<file path="src/rtl/bcd2binary.sv">
`timescale 1ns / 1ps
// ---------------------------------------------------------------------------
// bcd2binary
//   Multi-cycle packed-BCD to unsigned-binary converter using reverse
//   double-dabble. Decimal operands, such as keypad or display entry, are
//   converted back to binary for the gcd core. Only one conversion is in
//   flight at a time.
//
// Handshake (applies to both sides):
//   A transfer happens on a rising clock edge where valid and ready are both
//   high. The producer holds its data stable while valid is high and ready is
//   low. Here, in_ready is high only in IDLE. out_valid stays high, with
//   bin_out/err stable, until a cycle where out_ready is high. bcd_in is
//   sampled only on the accepting edge.
//
// Ports:
//   clk        clock, rising edge
//   rst        synchronous reset, active-high; overrides every other input
//   in_valid   bcd_in holds a value to convert
//   in_ready   block can accept (IDLE only)
//   bcd_in     packed BCD, digit 0 = bcd_in[3:0]
//   out_valid  bin_out/err hold a result; held until accepted
//   out_ready  downstream accepts the result
//   bin_out    converted value; forced to 0 when err is set
//   err        at least one input nibble was greater than 9
//   dbg_state  current FSM state (0 IDLE, 1 SHIFT, 2 DONE)
//
// BIN_W must be at least ceil(log2(10**DIGITS)) and no wider than 4*DIGITS.
// ---------------------------------------------------------------------------
module bcd2binary #(
   parameter int DIGITS = 3,
   parameter int BIN_W  = 10
) (
   input  logic                  clk,
   input  logic                  rst,
   input  logic                  in_valid,
   output logic                  in_ready,
   input  logic [4*DIGITS-1:0]   bcd_in,
   output logic                  out_valid,
   input  logic                  out_ready,
   output logic [BIN_W-1:0]      bin_out,
   output logic                  err,
   output logic [1:0]            dbg_state
);

   localparam int SH_W  = 4 * DIGITS;
   localparam int CNT_W = (SH_W > 1) ? $clog2(SH_W) : 1;
   localparam logic [CNT_W-1:0] CNT_LAST = CNT_W'(SH_W - 1);

   typedef enum logic [1:0] {
      IDLE  = 2'd0,
      SHIFT = 2'd1,
      DONE  = 2'd2
   } state_t;

   state_t             state;
   logic [SH_W-1:0]    bcd_reg;
   logic [SH_W-1:0]    bin_reg;
   logic [CNT_W-1:0]   cnt;
   logic               err_reg;

   logic [SH_W-1:0]    bcd_half;
   logic [SH_W-1:0]    bcd_next;
   logic [SH_W-1:0]    bin_next;
   logic               in_err;

   assign dbg_state = state;

   // One reverse double-dabble step. The BCD register is halved as a whole.
   // Any nibble that received a 1 from its upper neighbour now reads as
   // 8 + x, when it should read as 5 + x, because a carried ten halves to
   // five. Subtracting 3 corrects that. A nibble is >= 8 exactly when its
   // MSB is set. The bit that falls out of the bottom becomes the next
   // binary bit, which enters from the top of bin_reg.
   always_comb begin
      bcd_half = bcd_reg >> 1;
      bcd_next = '0;
      for (int d = 0; d < DIGITS; d++) begin
         if (bcd_half[4*d+3])
            bcd_next[4*d +: 4] = bcd_half[4*d +: 4] - 4'd3;
         else
            bcd_next[4*d +: 4] = bcd_half[4*d +: 4];
      end
      bin_next = {bcd_reg[0], bin_reg[SH_W-1:1]};
   end

   // Illegal-digit detection on the incoming operand
   always_comb begin
      in_err = 1'b0;
      for (int d = 0; d < DIGITS; d++) begin
         if (bcd_in[4*d +: 4] > 4'd9)
            in_err = 1'b1;
      end
   end

   // bin_reg[0] is shifted out and never read. The bits above BIN_W are
   // always zero for legal input, so they are dropped.
   generate
      if (BIN_W < SH_W) begin : g_drop_hi
         logic unused_bits;
         assign unused_bits = ^{bin_reg[0], bin_next[SH_W-1:BIN_W]};
      end else begin : g_keep_all
         logic unused_bits;
         assign unused_bits = bin_reg[0];
      end
   endgenerate

   always_ff @(posedge clk) begin
      if (rst) begin
         state     <= IDLE;
         in_ready  <= 1'b1;
         out_valid <= 1'b0;
         bin_out   <= '0;
         err       <= 1'b0;
         bcd_reg   <= '0;
         bin_reg   <= '0;
         cnt       <= '0;
         err_reg   <= 1'b0;
      end else begin
         case (state)
            IDLE: begin
               if (in_valid && in_ready) begin
                  state    <= SHIFT;
                  in_ready <= 1'b0;
                  bcd_reg  <= bcd_in;
                  bin_reg  <= '0;
                  cnt      <= '0;
                  err_reg  <= in_err;
               end
            end
            SHIFT: begin
               bin_reg <= bin_next;
               bcd_reg <= bcd_next;
               cnt     <= cnt + 1'b1;
               if (cnt == CNT_LAST) begin
                  state     <= DONE;
                  out_valid <= 1'b1;
                  bin_out   <= err_reg ? '0 : bin_next[BIN_W-1:0];
                  err       <= err_reg;
               end
            end
            DONE: begin
               if (out_ready) begin
                  state     <= IDLE;
                  out_valid <= 1'b0;
                  in_ready  <= 1'b1;
               end
            end
            default: begin
               state     <= IDLE;
               in_ready  <= 1'b1;
               out_valid <= 1'b0;
            end
         endcase
      end
   end

endmodule

</file>
<file path="config.mk">
export PLATFORM = sky130hd
export DESIGN_NAME = bcd2binary
export DESIGN_NICKNAME = d
export VERILOG_FILES = /design/src/rtl/bcd2binary.sv
export SDC_FILE = /design/constraint.sdc
export NUM_CORES = 1
export LEC_CHECK = 0
export ABC_AREA = 0
export ABC_CLOCK_PERIOD_IN_PS = 3140
export BUFFER_PORTS_ARGS = -buffer_cell sky130_fd_sc_hd__buf_2
export CAP_MARGIN = 20
export CORE_MARGIN = 5
export CORE_UTILIZATION = 35
export CTS_BUF_LIST = sky130_fd_sc_hd__clkbuf_4 sky130_fd_sc_hd__clkbuf_8
export CTS_CLUSTER_DIAMETER = 40
export DETAILED_ROUTE_END_ITERATION = 12
export SYNTH_ARGS = -nofsm -noshare
export SYNTH_HDL_FRONTEND = slang
export SYNTH_SLANG_ARGS = --single-unit
export TNS_END_PERCENT = 30
</file>
<file path="constraint.sdc">
create_clock -name clk -period 3.14 [get_ports clk]
set_clock_uncertainty 0.05 [all_clocks]
set_input_delay 0.628 -clock clk [delete_from_list [all_inputs] [get_ports clk]]
set_output_delay 0.628 -clock clk [all_outputs]
set_load 0.05 [all_outputs]
</file>
==> flow_metrics.env, run 1 <==
export IMPL_status="complete, no violations"
export IMPL_tns_ns=0
export IMPL_stdcell_count=319
export IMPL_worstPathMaxFanout=16
export IMPL_clock_latency_ns=0.30
export IMPL_ir_worst_vdd_mv=0.269
export IMPL_finalPower_mw=1.18
export IMPL_synth_most_common_cell="dfxtp_1"
export IMPL_largest_reg_flops=12
export IMPL_place_inst=311
export IMPL_synth_area_leaders="dfxtp_1 44%, a21oi_1 7.9%, o21ai_0 7.2%"
export IMPL_fin_crit_sh_pct=65.0
export IMPL_final_nets=265
export IMPL_rrSetupSlack_ns=1.24
export IMPL_grt_max_degree=37
export IMPL_die_area_mm2=0.00718
export IMPL_hold_ws_ns=0.406
export IMPL_cp_slowest_cell="dfxtp_1"
export IMPL_synth_xor_area_share_pct=1.79
export IMPL_yosysTopAreaCell="dfxtp_1"
export IMPL_max_cap_violations=0
export IMPL_grt_pass1_vias=1582
export IMPL_die_w_um=84.7
export IMPL_syn_instance_count=227
export IMPL_netlist_area_mm2=0.00195
export IMPL_clkTransAtPathRegs_ns=0.08
export IMPL_synth_seq_cells=43
export IMPL_r2r_start="dbg_state[0]$_SDFFE_PP0P_"
export IMPL_reg2reg_depth=4
export IMPL_syn_to_final_growth_pct=14.1
export IMPL_critPathTopFamily="flip-flops"
export IMPL_dpl_hpwl_um=3110
export IMPL_ios=31
export IMPL_powerDensity_mw_per_mm2=528
export IMPL_path_buf_inv=1
export IMPL_place_congestion=0.734
export IMPL_yosys_most_used_dff="dfxtp_1"
export IMPL_cp_required_ns=2.46
export IMPL_drive_gt1_share_pct=19.0
export IMPL_core_area_mm2=0.00547
export IMPL_holdBufCountCts=0
export IMPL_r2r_end="bcd_reg[9]$_SDFFE_PP0P_"
export IMPL_grt_usage_pct=13.2
export IMPL_worstSetupEndpointType="output pin"
export IMPL_hold_depth=2
export IMPL_tightest_slew_ns=0.658
export IMPL_rsz0062_at_grt="no"
export IMPL_vias=1711
export IMPL_grt_overflow_total=0
export IMPL_dr_pass1_iters=4
export IMPL_max_stage_delay_ns=0.69
export IMPL_cp_start_kind="register"
export IMPL_synth_top_family_by_area="compound AO/OA/AOI/OAI gates"
export IMPL_synthSimpleGateAreaFrac_pct=19.1
export IMPL_syn_avg_cell_area_um2=8.61
export IMPL_cts_made_buffers=5
export IMPL_ys_seq_area_share_pct=44.0
export IMPL_worstHoldStart="bin_reg[11]$_SDFFE_PP0P_"
export IMPL_cts_root_buf="clkbuf_8"
export IMPL_io_buffers=30
export IMPL_synth_common_cells="43 x dfxtp_1, 31 x a21oi_1, 28 x o21ai_0"
export IMPL_muxShareOfSynthArea_pct=2.69
export IMPL_synthArstFlopShare_pct=0
export IMPL_grt_pass1_wl_um=7710
export IMPL_cts_resized=0
export IMPL_synth_distinct_cells=38
export IMPL_synth_fa_ha_area_share_pct=1.92
export IMPL_synthDominantCellAreaShare_pct=44.0
export IMPL_tritoncts="done"
export IMPL_antenna_found_initial=0
export IMPL_ant_nets=0
export IMPL_clk_path_buf_depth=2
export IMPL_cp_arrival_ns=1.36
export IMPL_fmax_mhz=490
export IMPL_initial_core_util_pct=35.7
export IMPL_slew_viol_final=0
export IMPL_syn_nets=246
export IMPL_cts_num_sinks=43
export IMPL_routedWlPerCell_um=14.5
export IMPL_drt_iter0_markers=165
export IMPL_setup_viol=0
export IMPL_dieHeight_um=84.7
export IMPL_ys_warnings_count=0
export IMPL_timing_slew_headroom_pct=56.1
export IMPL_row_count=27
export IMPL_hp_class="reg -> reg"
export IMPL_synth_compound_area_share_pct=25.2
export IMPL_hold_violations=0
export IMPL_drc=0
export IMPL_leakage_nw=0.836
export IMPL_synth_edf_count=0
export IMPL_via_per_inst=5.36
export IMPL_htree_levels=2
export IMPL_cp_cell_sequence="buf_2"
export IMPL_postCtsSetupBuffers=0
export IMPL_n_antenna_cell=0
export IMPL_fin_crit_ns=2.04
export IMPL_hold_end="bin_reg[10]$_SDFFE_PP0P_"
export IMPL_critical_path_class="reg -> out"
export IMPL_wirelength_um=4610
per-stage QoR:
| step | instance area [um^2] | utilization (%) | setup slack (ns) |
|---|---|---|---|
| floorplan | 1950 | - | 1.39 |
| global placement | 2120 | 38.7 | 0.976 |
| detailed placement | 2120 | 38.7 | 0.930 |
| CTS | 2230 | 40.7 | 1.09 |
| global route | 2230 | 40.7 | 1.02 |
| finish | 2230 | 40.7 | 1.10 |
area by class of cell:
cell class / count / area (um^2)
clock buffer: 5 / 68.8
clock inverter: 3 / 43.8
fill: 615 / 3240
inverter: 2 / 7.51
multi-input combinational: 162 / 993
sequential: 43 / 861
tap: 72 / 90.1
timing repair buffer: 32 / 165
power breakdown:
| group | total [mW] | internal (mW) | switching (mW) | leakage, nW |
|---|---|---|---|---|
| Sequential | 0.598 | 0.567 | 0.0301 | 0.350 |
| Clock | 0.438 | 0.237 | 0.201 | 0.0581 |
| Combinational | 0.143 | 0.0590 | 0.0835 | 0.428 |
| Total | 1.18 | 0.863 | 0.315 | 0.836 |
worst max-delay path by stage:
stage,to,slack [ns],startpoint,cells past startpoint
6_report,dbg_state[0],1.10,dbg_state[0]$_SDFFE_PP0P_,1
5_1_grt,dbg_state[0],1.02,dbg_state[0]$_SDFFE_PP0P_,1
4_1_cts,dbg_state[0],1.09,dbg_state[0]$_SDFFE_PP0P_,1
3_5_place_dp,bcd_reg[4]$_SDFFE_PP0P_,0.93,rst,4
3_3_place_gp,bcd_reg[0]$_SDFFE_PP0P_,0.98,rst,4
2_1_floorplan,cnt[3]$_SDFFE_PP0P_,1.39,in_ready$_SDFFE_PP1P_,4
cell usage in the layout (no fill, tap or decap), drive strengths merged, types with 2 or more instances in the layout:
| master | Yosys | routed |
|---|---|---|
| a21oi | 32 | 32 |
| nand4b | 10 | 10 |
| o32ai | 2 | 2 |
| and4b | 2 | 2 |
| clkbuf | 12 | 5 |
| nor2b | 3 | 3 |
| o22ai | 2 | 2 |
| xnor2 | 2 | 2 |
| ha | 3 | 3 |
| a311oi | 3 | 3 |
| dfxtp | 43 | 43 |
| a211oi | 7 | 7 |
| o221a | 2 | 2 |
| mux2 | 2 | 2 |
| mux2i | 3 | 3 |
| buf | 8 | 32 |
| o21a | 3 | 3 |
| nand3b | 3 | 3 |
| clkinv | 1 | 3 |
| nor2 | 8 | 8 |
| nand3 | 7 | 7 |
| nand2 | 27 | 27 |
| xor2 | 2 | 2 |
| o21ai | 28 | 28 |
metal layers:
metal	global-route usage (%)	share of wire (%)	vias up
met5	0	0	-
met1	16.6	48	815
li1	-	-	865
met4	5.61	1.8	0
met2	21.5	47	25
met3	3.34	3.3	6
kinds of logic after synthesis:
kind of cell               after synthesis
xor gates and xnor gates                 4
muxes                                    5
AOI/OAI and AO/OA                       83
adders and majority gates                3
and+or+nand+nor                         67
buffers and inverters                   22
DFF                                     43
worst reg2reg max path: cells and delay by family (launching register included):
kind	cells	cell delay, ns
flops	1	0.69
simple gates	2	0.44
compound gates	1	0.29
buf+inv	1	0.34
(Power assumes the default switching activity.)
==> inputs of run 2 (changes only) <==
--- a/config.mk
+++ b/config.mk
@@ -5,8 +5,8 @@
 export SDC_FILE = /design/constraint.sdc
 export NUM_CORES = 1
 export LEC_CHECK = 0
-export ABC_AREA = 0
-export ABC_CLOCK_PERIOD_IN_PS = 3140
+export ABC_AREA = 1
+export ABC_CLOCK_PERIOD_IN_PS = 2000
 export BUFFER_PORTS_ARGS = -buffer_cell sky130_fd_sc_hd__buf_2
 export CAP_MARGIN = 20
 export CORE_MARGIN = 5
==> constraint.sdc (replaced) <==
create_clock -name clk -period 2 [get_ports clk]
set_clock_uncertainty 0.05 [all_clocks]
set_input_delay 0.4 -clock clk [delete_from_list [all_inputs] [get_ports clk]]
set_output_delay 0.4 -clock clk [all_outputs]
set_load 0.05 [all_outputs]
==> run 2 against run 1 <==
Compared with the run above: sequential share of layout area down 0.32 points; worst setup slack worse by 0.63 ns; critical endpoint is now dbg_state[1]; largest cell class unchanged; total power up 50%; final cell count up 16%.
==> flow_metrics.env, run 2 <==
export IMPL_path_buf_inv=1
export IMPL_worstPathMaxFanout=6
export IMPL_hold_violations=0
export IMPL_drc=0
export IMPL_ir_worst_vdd_mv=0.252
export IMPL_ys_seq_area_share_pct=42.9
export IMPL_n_antenna_cell=0
export IMPL_ant_nets=0
export IMPL_htree_levels=2
export IMPL_synthDominantCellAreaShare_pct=42.9
export IMPL_hp_class="in -> reg"
export IMPL_timing_slew_headroom_pct=67.8
export IMPL_drt_iter0_markers=85
export IMPL_synth_area_leaders="dfxtp_1 43%, nand2_1 16%, a21oi_1 7.2%"
export IMPL_cts_num_sinks=43
export IMPL_netlist_area_mm2=0.00201
export IMPL_cp_start_kind="register"
export IMPL_critPathTopFamily="flip-flops"
export IMPL_setup_viol=0
export IMPL_status="complete, no violations"
export IMPL_clk_path_buf_depth=2
export IMPL_row_count=27
export IMPL_synth_distinct_cells=26
export IMPL_layout_common_cells="85 x nand2_1, 43 x dfxtp_1, 30 x buf_2, 29 x a21oi_1, 23 x nor2_1"
export IMPL_clock_latency_ns=0.29
export IMPL_syn_to_final_growth_pct=12.1
export IMPL_critical_path_class="reg -> out"
export IMPL_wirelength_um=4160
export IMPL_fin_util_pct=40.6
export IMPL_grt_max_degree=34
export IMPL_io_buffers=30
export IMPL_finalPower_mw=1.76
export IMPL_r2r_end="bin_out[8]$_SDFFE_PP0P_"
export IMPL_antenna_found_initial=0
export IMPL_final_nets=317
export IMPL_vias=1721
export IMPL_synth_common_cells="85 x nand2_1, 43 x dfxtp_1, 29 x a21oi_1"
export IMPL_stdcell_count=371
export IMPL_fillers=614
export IMPL_core_area_mm2=0.00554
export IMPL_synthSimpleGateAreaFrac_pct=29.6
export IMPL_die_w_um=85.7
export IMPL_cp_arrival_ns=1.08
export IMPL_grt_pass1_wl_um=7020
export IMPL_tightest_slew_ns=0.483
export IMPL_die_area_mm2=0.00734
export IMPL_clkTransAtPathRegs_ns=0.09
export IMPL_ys_warnings_count=0
export IMPL_leakage_nw=0.917
export IMPL_max_cap_violations=0
export IMPL_dieHeight_um=85.7
export IMPL_grt_pass1_vias=1531
export IMPL_drive_gt1_share_pct=22.7
export IMPL_tns_ns=0
export IMPL_cts_root_buf="clkbuf_8"
export IMPL_place_inst=363
export IMPL_max_stage_delay_ns=0.47
export IMPL_synth_seq_cells=43
export IMPL_grt_overflow_total=0
export IMPL_syn_nets=290
export IMPL_place_congestion=0.807
export IMPL_cp_required_ns=1.55
export IMPL_postCtsSetupBuffers=0
export IMPL_yosysTopAreaCell="dfxtp_1"
export IMPL_worstHoldStart="bcd_in[11]"
export IMPL_r2r_start="cnt[0]$_SDFFE_PP0P_"
export IMPL_synth_edf_count=0
export IMPL_largest_reg_flops=12
export IMPL_grt_usage_pct=11.9
export IMPL_cp_cell_sequence="buf_2"
export IMPL_final_common_cell="nand2_1"
export IMPL_holdBufCountCts=0
export IMPL_synthArstFlopShare_pct=0
export IMPL_synth_top_family_by_area="simple AND/OR/NAND/NOR gates"
export IMPL_hold_end="bcd_reg[11]$_SDFFE_PP0P_"
export IMPL_tritoncts="done"
export IMPL_initial_core_util_pct=36.2
export IMPL_hold_depth=3
export IMPL_syn_avg_cell_area_um2=7.40
export IMPL_fin_crit_ns=1.53
export IMPL_rsz0062_at_grt="no"
export IMPL_worstSetupEndpointType="output pin"
export IMPL_powerDensity_mw_per_mm2=785
export IMPL_via_per_inst=4.64
export IMPL_ios=31
export IMPL_dr_pass1_iters=4
export IMPL_fin_crit_sh_pct=76.6
export IMPL_cts_made_buffers=5
export IMPL_syn_instance_count=271
export IMPL_cp_slowest_cell="dfxtp_1"
export IMPL_reg2reg_depth=6
export IMPL_slew_viol_final=0
export IMPL_routedWlPerCell_um=11.2
export IMPL_synth_compound_area_share_pct=15.8
export IMPL_dpl_hpwl_um=2910
export IMPL_synth_most_common_cell="nand2_1"
export IMPL_cts_resized=0
export IMPL_yosys_most_used_dff="dfxtp_1"
export IMPL_muxShareOfSynthArea_pct=0
export IMPL_rrSetupSlack_ns=0.54
export IMPL_synth_xor_area_share_pct=0.873
export IMPL_fmax_mhz=653
export IMPL_synth_fa_ha_area_share_pct=1.87
## run 2: cell types whose count changed after synthesis, sizes merged, moves of 8 or more
cell    before  now
nand2       27   96
nor2         8   26
inv          1   18
o21ai       28   13
nand4b      10    0
clkbuf      12    4
## run 2: routing by layer
metal	global-route usage, %	vias up	wire length, um
met3	3.55	4	173
met5	0	-	0
met1	15.0	767	2020
met2	18.8	29	1900
met4	5.18	0	73
li1	-	921	-
## run 2: cell type report
cell class | count | area [um^2] | area share, %
clock buffers | 5 | 68.8 | 3.06
repair buffers | 32 | 165 | 7.35
multi-input cells | 197 | 966 | 43.0
flip-flops and latches | 43 | 861 | 38.3
clock inverters | 3 | 23.8 | 1.06
inverters | 19 | 73.8 | 3.28
well taps | 72 | 90.1 | 4.01
## run 2: power by group
group          total, mW  leakage (nW)  internal, mW  switching (mW)
sequential         0.928         0.350         0.893          0.0344
combinational      0.272         0.526        0.0889           0.183
clock              0.565        0.0408         0.250           0.315
## run 2: logic make-up after synthesis
kind of cell    Yosys count
compound gates           54
xor+xnor                  2
fa+ha+maj                 3
buf+inv                  31
flops                    43
simple gates            138
## run 2: through the flow
stage	area (um^2)	setup slack, ns	hold slack (ns)
detailed placement	2160	0.486	0.405
global route	2250	0.391	0.332
floorplan	2010	0.407	0.389
CTS	2250	0.449	0.316
global placement	2160	0.513	0.401
finish	2250	0.468	0.328
## run 2: worst max path at each step
| stage | start | endpoint | slack [ns] | depth (start not counted) |
|---|---|---|---|---|
| 6_report | dbg_state[1]$_SDFFE_PP0P_ | dbg_state[1] | 0.47 | 1 |
| 5_1_grt | cnt[0]$_SDFFE_PP0P_ | bin_out[0]$_SDFFE_PP0P_ | 0.39 | 6 |
| 4_1_cts | dbg_state[1]$_SDFFE_PP0P_ | dbg_state[1] | 0.45 | 1 |
| 3_5_place_dp | in_valid | bcd_reg[8]$_SDFFE_PP0P_ | 0.49 | 6 |
| 3_3_place_gp | in_valid | bcd_reg[1]$_SDFFE_PP0P_ | 0.51 | 7 |
| 2_1_floorplan | dbg_state[0]$_SDFFE_PP0P_ | bcd_reg[7]$_SDFFE_PP0P_ | 0.41 | 6 |
==> inputs of run 3 (changes only) <==
--- a/config.mk
+++ b/config.mk
@@ -6,7 +6,7 @@
 export NUM_CORES = 1
 export LEC_CHECK = 0
 export ABC_AREA = 1
-export ABC_CLOCK_PERIOD_IN_PS = 2000
+export ABC_CLOCK_PERIOD_IN_PS = 1480
 export BUFFER_PORTS_ARGS = -buffer_cell sky130_fd_sc_hd__buf_2
 export CAP_MARGIN = 20
 export CORE_MARGIN = 5
==> constraint.sdc (replaced) <==
create_clock -name clk -period 1.48 [get_ports clk]
set_clock_uncertainty 0.05 [all_clocks]
set_input_delay 0.296 -clock clk [delete_from_list [all_inputs] [get_ports clk]]
set_output_delay 0.296 -clock clk [all_outputs]
set_load 0.05 [all_outputs]
==> run 3 against run 2 <==
Compared with the run above: worst hold slack lost 0.10 ns; flip-flop and latch count stayed put; register-to-register slack worse by 0.42 ns; worst setup slack got worse by 0.35 ns; global-route usage increased by 0.15 points; utilization increased by 1.1 points; critical path depth up 5; critical endpoint is now bin_out[6]$_SDFFE_PP0P_.
==> flow_metrics.env, run 3 (synthesis gave the netlist of run 2 again) <==
export IMPL_status="complete, no violations"
export IMPL_drive_gt1_share_pct=26.1
export IMPL_ant_nets=0
export IMPL_hold_violations=0
export IMPL_leakage_nw=0.956
export IMPL_via_per_inst=4.55
export IMPL_drc=0
export IMPL_fin_crit_sh_pct=92.1
export IMPL_vias=1719
export IMPL_routedWlPerCell_um=11.2
export IMPL_antenna_found_initial=0
export IMPL_die_area_mm2=0.00734
export IMPL_core_area_mm2=0.00554
export IMPL_fmax_mhz=733
export IMPL_row_count=27
export IMPL_placed_area_mm2=0.00220
export IMPL_ir_worst_vdd_mv=0.363
export IMPL_cts_root_buf="clkbuf_8"
export IMPL_tritoncts="done"
export IMPL_finalPower_mw=2.38
export IMPL_cts_made_buffers=5
export IMPL_stdcell_area_mm2=0.00231
export IMPL_max_cap_violations=0
export IMPL_hp_class="in -> reg"
export IMPL_grt_pass1_vias=1582
export IMPL_slew_viol_final=0
export IMPL_fin_crit_ns=1.36
export IMPL_pwr_share_comb_pct=15.8
export IMPL_clkTransAtPathRegs_ns=0.08
export IMPL_worstPathMaxFanout=6
export IMPL_wirelength_um=4220
export IMPL_grt_usage_pct=12.0
export IMPL_fin_util_pct=41.6
export IMPL_seqPwrFrac_pct=52.8
export IMPL_final_common_cell="nand2_1"
export IMPL_layout_common_cells="85 x nand2_1, 39 x dfxtp_1, 30 x buf_2, 29 x a21oi_1, 23 x nor2_1"
export IMPL_grt_overflow_total=0
export IMPL_syn_to_final_growth_pct=15.0
export IMPL_drt_iter0_markers=84
export IMPL_clk_path_buf_depth=2
export IMPL_powerDensity_mw_per_mm2=1030
export IMPL_p_clk_share_pct=31.4
export IMPL_cp_required_ns=1.66
export IMPL_timing_slew_headroom_pct=65.8
export IMPL_setup_viol=0
export IMPL_critical_path_class="reg -> reg"
export IMPL_rsz0062_at_grt="yes"
export IMPL_htree_levels=2
export IMPL_grt_max_degree=34
export IMPL_power_internal_mw=1.69
export IMPL_dieHeight_um=85.7
export IMPL_final_nets=324
export IMPL_n_antenna_cell=0
export IMPL_cp_start_kind="register"
export IMPL_tightest_slew_ns=0.512
export IMPL_largest_reg_flops=12
export IMPL_place_congestion=0.778
export IMPL_dr_pass1_iters=4
export IMPL_dpl_hpwl_um=2880
export IMPL_initial_core_util_pct=36.2
export IMPL_worstSetupEndpointType="register"
export IMPL_die_w_um=85.7
export IMPL_ios=31
export IMPL_io_buffers=30
export IMPL_swShare_pct=29.0
export IMPL_grt_pass1_wl_um=7320
export IMPL_p_sw_uw=690
export IMPL_clock_latency_ns=0.29
export IMPL_cts_num_sinks=43
export IMPL_cp_arrival_ns=1.54
run 3: timing repair:
item,in CTS,in global routing
hold buffers,0,0
resized for setup,0,2
setup endpoints to repair,0,12
buffers inserted,0,2
run 3: per-stage QoR:
stage               cells  hold slack, ns  setup slack [ns]  TNS (ns)
global placement      368           0.397            0.0726         0
global route          378           0.232          -0.00168  -0.00168
finish                378           0.228             0.117         0
CTS                   376           0.220           0.00174         0
floorplan             271           0.389             0.116         0
detailed placement    368           0.403            0.0146         0
run 3: power groups by stage:
| stage | clock [mW] | sequential [mW] | combinational [mW] |
|---|---|---|---|
| 2_1_floorplan | 0 | 1.29 | 0.290 |
| 3_3_place_gp | 0 | 1.28 | 0.377 |
| 3_5_place_dp | 0 | 1.28 | 0.380 |
| 4_1_cts | 0.774 | 1.26 | 0.380 |
| 5_1_grt | 0.811 | 1.26 | 0.434 |
| 6_report | 0.748 | 1.26 | 0.376 |
run 3: path summary, 6_finish.rpt:
| check | endpoint | slack [ns] | start | cells after the start |
|---|---|---|---|---|
| max | bin_out[6]$_SDFFE_PP0P_ | 0.12 | cnt[1]$_SDFFE_PP0P_ | 6 |
| min | dbg_state[1]$_SDFFE_PP0P_ | 0.23 | out_ready | 4 |
| min reg2reg | cnt[0]$_SDFFE_PP0P_ | 0.40 | cnt[0]$_SDFFE_PP0P_ | 1 |
| max reg2reg | bin_out[6]$_SDFFE_PP0P_ | 0.12 | cnt[1]$_SDFFE_PP0P_ | 6 |
run 3: critical path, cell delays in order (launching register included):
cell and delay (ns):
dfxtp_1 0.35, ha_1 0.20, nand3_2 0.12, nor2_4 0.22
buf_4 0.17, nand3_1 0.08, a21oi_2 0.12
run 3: final cells by class:
type                            count  area (um^2)
Fill cell                         587         3230
Multi-Input combinational cell    197          971
Sequential cell                    43          866
Timing Repair Buffer               39          218
Tap cell                           72         90.1
Clock buffer                        6         76.3
Inverter                           19         73.8
Clock inverter                      2         12.5
run 3: layer usage:
layer | GRT usage, % | routed length (um) | vias to the layer above
li1 | - | - | 927
met1 | 16.0 | 2060 | 764
met2 | 19.3 | 1930 | 24
met3 | 2.31 | 192 | 4
met4 | 4.60 | 38 | 0
met5 | 0 | 0 | -
